$ cat src/rtl/xnorpop_stream_tx.sv
// xnorpop_stream_tx: serialises parallel activation/weight frames, MSB first, one bit pair per cycle.
// Defining XNORPOP_TX_REFPOP_EN adds a reference XNOR-popcount of each transmitted frame.
module xnorpop_stream_tx #(
  parameter int pop_size  = 576,
  parameter int cnt_width = $clog2(pop_size + 1)
) (
  input  logic                 clk,
  input  logic                 reset,
  input  logic                 in_valid,
  output logic                 in_ready,
  input  logic [pop_size-1:0]  a_vec,
  input  logic [pop_size-1:0]  w_vec,
  output logic                 a,
  output logic                 w,
  output logic                 bit_valid,
  output logic                 frame_last,
  output logic                 busy
`ifdef XNORPOP_TX_REFPOP_EN
  ,
  output logic [cnt_width-1:0] ref_pop,
  output logic                 ref_pop_valid
`endif
);

  typedef enum logic {IDLE = 1'b0, SEND = 1'b1} state_t;

  localparam logic [cnt_width-1:0] LAST_IDX = cnt_width'(pop_size - 1);

  state_t               state_r, state_s;
  logic                 load_s, shift_s, accept_s;
  logic [pop_size-1:0]  a_sr_r, a_sr_s, w_sr_r, w_sr_s;
  logic [cnt_width-1:0] cnt_r, cnt_s;
  logic                 a_r, a_s, w_r, w_s;
  logic                 bit_valid_r, bit_valid_s, frame_last_r, frame_last_s;

  // A new frame can only be taken while idle or while the last bit is on the wire.
  assign in_ready   = reset & ((state_r == IDLE) | frame_last_r);
  assign accept_s   = in_valid & in_ready;
  assign busy       = (state_r == SEND);
  assign a          = a_r;
  assign w          = w_r;
  assign bit_valid  = bit_valid_r;
  assign frame_last = frame_last_r;

  // FSM state register.
  always_ff @(posedge clk) begin
    if (!reset) begin
      state_r <= IDLE;
    end else begin
      state_r <= state_s;
    end
  end

  // Next-state logic: decides whether this edge loads a new frame or shifts the current one.
  always_comb begin
    state_s = state_r;
    load_s  = 1'b0;
    shift_s = 1'b0;
    case (state_r)
      IDLE: begin
        if (accept_s) begin
          state_s = SEND;
          load_s  = 1'b1;
        end else begin
          state_s = IDLE;
        end
      end
      SEND: begin
        if (frame_last_r) begin
          if (accept_s) begin
            state_s = SEND;
            load_s  = 1'b1;
          end else begin
            state_s = IDLE;
          end
        end else begin
          state_s = SEND;
          shift_s = 1'b1;
        end
      end
      default: begin
        state_s = IDLE;
      end
    endcase
  end

  // Datapath next values; the MSB goes straight to the output flop, the rest waits in the shifter.
  always_comb begin
    a_sr_s       = a_sr_r;
    w_sr_s       = w_sr_r;
    cnt_s        = cnt_r;
    a_s          = 1'b0;
    w_s          = 1'b0;
    bit_valid_s  = 1'b0;
    frame_last_s = 1'b0;
    if (load_s) begin
      a_s          = a_vec[pop_size-1];
      w_s          = w_vec[pop_size-1];
      a_sr_s       = {a_vec[pop_size-2:0], 1'b0};
      w_sr_s       = {w_vec[pop_size-2:0], 1'b0};
      cnt_s        = {cnt_width{1'b0}};
      bit_valid_s  = 1'b1;
      frame_last_s = 1'b0;
    end else if (shift_s) begin
      a_s          = a_sr_r[pop_size-1];
      w_s          = w_sr_r[pop_size-1];
      a_sr_s       = {a_sr_r[pop_size-2:0], 1'b0};
      w_sr_s       = {w_sr_r[pop_size-2:0], 1'b0};
      cnt_s        = cnt_r + cnt_width'(1);
      bit_valid_s  = 1'b1;
      frame_last_s = ((cnt_r + cnt_width'(1)) == LAST_IDX);
    end else begin
      cnt_s = {cnt_width{1'b0}};
    end
  end

  // Shift registers, bit counter and registered serial outputs.
  always_ff @(posedge clk) begin
    if (!reset) begin
      a_sr_r       <= {pop_size{1'b0}};
      w_sr_r       <= {pop_size{1'b0}};
      cnt_r        <= {cnt_width{1'b0}};
      a_r          <= 1'b0;
      w_r          <= 1'b0;
      bit_valid_r  <= 1'b0;
      frame_last_r <= 1'b0;
    end else begin
      a_sr_r       <= a_sr_s;
      w_sr_r       <= w_sr_s;
      cnt_r        <= cnt_s;
      a_r          <= a_s;
      w_r          <= w_s;
      bit_valid_r  <= bit_valid_s;
      frame_last_r <= frame_last_s;
    end
  end

`ifdef XNORPOP_TX_REFPOP_EN
  function automatic logic xnor_bit(input logic x, input logic y);
    return ~(x ^ y);
  endfunction

  logic [cnt_width-1:0] acc_r, acc_sum_s, ref_pop_r;
  logic                 ref_pop_valid_r;

  // Running total including the bit on the wire; the first bit of a frame restarts it.
  always_comb begin
    acc_sum_s = {cnt_width{1'b0}};
    if (bit_valid_r && (cnt_r == {cnt_width{1'b0}})) begin
      acc_sum_s = cnt_width'(xnor_bit(a_r, w_r));
    end else begin
      acc_sum_s = acc_r + cnt_width'(xnor_bit(a_r, w_r));
    end
  end

  // Accumulator and frame-total result register.
  always_ff @(posedge clk) begin
    if (!reset) begin
      acc_r           <= {cnt_width{1'b0}};
      ref_pop_r       <= {cnt_width{1'b0}};
      ref_pop_valid_r <= 1'b0;
    end else begin
      if (bit_valid_r) begin
        acc_r <= acc_sum_s;
      end else begin
        acc_r <= acc_r;
      end
      if (frame_last_r) begin
        ref_pop_r       <= acc_sum_s;
        ref_pop_valid_r <= 1'b1;
      end else begin
        ref_pop_r       <= ref_pop_r;
        ref_pop_valid_r <= 1'b0;
      end
    end
  end

  assign ref_pop       = ref_pop_r;
  assign ref_pop_valid = ref_pop_valid_r;
`endif

endmodule

$ cat config.mk
export PLATFORM = sky130hd
export DESIGN_NAME = xnorpop_stream_tx
export DESIGN_NICKNAME = d
export VERILOG_FILES = /design/src/rtl/xnorpop_stream_tx.sv
export SDC_FILE = /design/constraint.sdc
export NUM_CORES = 2
export LEC_CHECK = 0
export CELL_PAD_IN_SITES_DETAIL_PLACEMENT = 2
export CELL_PAD_IN_SITES_GLOBAL_PLACEMENT = 2
export CORE_AREA = 5 5 452 454
export DETAILED_ROUTE_END_ITERATION = 7
export DIE_AREA = 0 0 457 459
export PLACE_DENSITY_LB_ADDON = 0.2
export RECOVER_POWER = 100
export REMOVE_ABC_BUFFERS = 1
export SKIP_CTS_REPAIR_TIMING = 1
export SYNTH_ARGS = -nofsm -noshare
export SYNTH_HDL_FRONTEND = slang
export SYNTH_SLANG_ARGS = --single-unit
$ cat constraint.sdc
create_clock -name clk -period 2 [get_ports clk]
set_input_delay 0.3 -clock clk [delete_from_list [all_inputs] [get_ports clk]]
set_output_delay 0.3 -clock clk [all_outputs]
set_load 0.03 [all_outputs]
==> results.yml <==
critical_path:
  crit_fanout: 17
  required_ns: 1.70
  crit_slowest_cell: "dfxtp_2"
  r2r_setup_slack_ns: 0.28
  rr_endpoint: "frame_last$_SDFF_PP0_"
  cp-end-kind: "output port"
  slowest_delay_ns: 0.34
  worst-r2r-cell-count: 5
  worst-path-buf-inv: 3
  reg2reg_from: "cnt_r[0]$_SDFF_PP0_"
  path_cells: "nand2b_4 -> buf_16 -> nand2_8 -> inv_2 -> buf_6"
  startpoint_type: "flop"
  crit_type: "reg2out"
  crit_family: "buffers and inverters"
  worst_ep_arrival_time_ns: 1.78
pwr:
  p_int_w: 0.04634
  swShare_pct: 26.59
  pwr-share-seq_pct: 42.1
  p_switching_w: 0.01678
  powerDensity_mw_per_mm2: 854.5
  clockPowerShare_pct: 41.9
  power_frac_comb_pct: 16.0
  vdd_ir_drop_max_uv: 809.9
  power.static_leakage_nw: 40.99
sta:
  finalSetupViolations: 1
  layout_setup_ws_ns: -0.07676
  rsz0062_at_grt: "yes"
  max_freq_ghz: 0.4815
  worst_slew_pin_slew_ns: 0.6536
  tns_ns: -0.07676
  whs_ns: 0.1057
  drv_slew: 0
  period_share_pct: 103.8
  relSlewSlack_pct: 56.34
  finalHoldViolations: 0
  fin_skew_ns: 0.02499
  min_period_ns: 2.077
detailed_routing:
  vias: 44490
  drt-initial-drc-count: 2255
  drc: 0
  drt_first_pass_iters: 7
  wl_per_cell_um: 24.27
  wirelength_mm: 219.1
  final_antenna_net_count: 0
  avgViaCountPerCell: 4.927
placement:
  place_area_sq_mm: 0.06882
  place_congestion: 0.8224
  hpwl_mm: 166.2
  portBuffers: 1160
layout:
  final_cell_mix: "dfxtp_1, nand2_1, clkdlybuf4s50_1"
  fin_area_sq_mm: 0.07387
  final_common_cell: "dfxtp_1"
  drive_gt1_share_pct: 6.837
  synthToLayoutAreaGrowth_pct: 38.68
  nNetsFinal: 7350
synth:
  ys_types: 29
  seq_area_frac_synth_pct: 43.79
  netlist_area_sq_mm: 0.05326
  yosysWarnings: 0
  syn_avg_cell_area_sq_um: 10.27
  synth_cells: 5187
  synth-seq-cells: 1165
global_route:
  grt_pass1_vias: 47150
  globalRoute.totalOverflow: 0
  grt_pass1_wl_mm: 318.3
  antenna_found_initial: 173
  track_usage_pct: 19.95
  grt_max_degree: 112
worst_hold_path:
  min_delay_worst_endpoint: "w$_SDFF_PN0_"
  hold_start: "w_vec[575]"
  whs_path_depth: 3
  hold_class: "in2reg"
status:
  outcome: "complete, but fails checks"
  violations: "negative setup slack"
cts:
  cts_tree: "done"
  cts_made_buffers: 147
  cts.sinks: 1165
  path_clk_slew_ns: 0.06
  clock_path_buffers: 3
  cts_max_level: 4
  clock_latency_ns: 0.79
  clockRootBuffer: "clkbuf_16"
job:
  drv.max_cap_violation_count: 0
die:
  start_util_pct: 26.73
  die-area_sq_mm: 0.2098
  die_x_um: 457
  io_pins: 1161
  core-area_sq_mm: 0.1992
  die_h_um: 459
  rows: 164
-- cell usage after synthesis --
| cell | number | area share (%) |
|---|---|---|
| a2111oi_2 | 1 | 0.028 |
| a21boi_0 | 2 | 0.028 |
| a21oi_1 | 4 | 0.038 |
| a31oi_1 | 1 | 0.012 |
| and2_1 | 1 | 0.012 |
| and3_1 | 1 | 0.012 |
| and4_4 | 1 | 0.021 |
| and4b_2 | 1 | 0.021 |
| buf_1 | 18 | 0.13 |
| buf_2 | 248 | 2.3 |
| clkbuf_1 | 247 | 1.7 |
| dfxtp_1 | 1165 | 44 |
| ha_1 | 2 | 0.047 |
| inv_1 | 2 | 0.014 |
| mux2i_1 | 1150 | 22 |
| nand2_1 | 1156 | 8.1 |
| nand2b_1 | 3 | 0.035 |
| nand3_1 | 5 | 0.047 |
| nand4_4 | 1 | 0.040 |
| nor2_1 | 13 | 0.092 |
| nor2b_1 | 1 | 0.012 |
| nor3_1 | 2 | 0.019 |
| o211a_1 | 1148 | 22 |
| o21a_1 | 3 | 0.042 |
| o21ai_0 | 2 | 0.019 |
| o21ai_1 | 1 | 0.0094 |
| or3_4 | 1 | 0.021 |
| xnor2_1 | 3 | 0.049 |
| xor2_1 | 4 | 0.066 |
-- worst max-delay path by stage --
stage | to | slack (ns) | startpoint | cells after the start
finish | in_ready | -0.08 | frame_last$_SDFF_PP0_ | 5
global route | in_ready | -0.19 | frame_last$_SDFF_PP0_ | 5
CTS | in_ready | -0.49 | frame_last$_SDFF_PP0_ | 5
detailed placement | cnt_r[9]$_SDFF_PP0_ | 0.17 | reset | 4
global placement | cnt_r[2]$_SDFF_PP0_ | 0.23 | reset | 4
floorplan | in_ready | -42.44 | frame_last$_SDFF_PP0_ | 3
-- metal layers --
metal	part of all wire (%)	vias to the layer above	global-route usage, %
li1	-	20940	-
met1	42	21960	23.87
met2	48	1067	33.81
met3	6.4	419	6.176
met4	3.2	102	7.037
met5	0.30	-	0
-- worst reg2reg max path, delay by kind of cell, from the launching register on --
family	cells	cell delay, ns
AO/OA/AOI/OAI	2	0.48
AND/OR/NAND/NOR	2	0.46
flip-flops	1	0.42
adder cells (fa/ha/maj)	1	0.25
-- metrics by stage --
stage                     util [%]  setup WS, ns  power [W]  cells
after detailed placement     34.54        0.1714    0.03723   8690
after CTS                    36.92       -0.4897    0.06431   8950
after floorplan                  -        -42.44    0.03156   4674
final                        37.07      -0.07676    0.06312   9031
after global placement       34.54        0.2349    0.03684   8690
after global routing         37.03       -0.1909    0.06623   8996
-- flip-flops by register name, indices dropped and copies added, names as in the netlist --
register    flops
w_sr_r        575
busy            1
cnt_r          10
bit_valid       1
w               1
frame_last      1
a_sr_r        575
a               1
-- kinds of logic (layout without fill, tap and decap cells) --
family	after synthesis	after routing	share of synthesized area (%)
xor+xnor	7	7	0.1151
compound gates	1162	1162	21.75
other cells	0	71	0
simple gates	1186	1186	8.478
flops	1165	1165	43.79
buf+inv	515	1632	4.212
mux	1150	1150	21.61
fa+ha+maj	2	2	0.04697
-- final cells by class --
type	instances	area, sq um
fillers	21090	125400
clock buffers	234	4377
multi-input cells	3507	27720
repair buffers	1370	14560
flip-flops and latches	1165	23320
clock inverters	26	376.6
well taps	2656	3323
inverters	2	7.507
diodes	71	177.7
-- power by group through the flow --
stage                     Combinational [W]  Clock (W)  Sequential [W]
after floorplan                     0.00588          0          0.0257
after global placement              0.00982          0          0.0270
after detailed placement             0.0101          0          0.0271
after CTS                            0.0102     0.0275          0.0266
after global routing                 0.0111     0.0283          0.0268
final                                0.0101     0.0264          0.0266
Power figures use the tool's default switching activity.
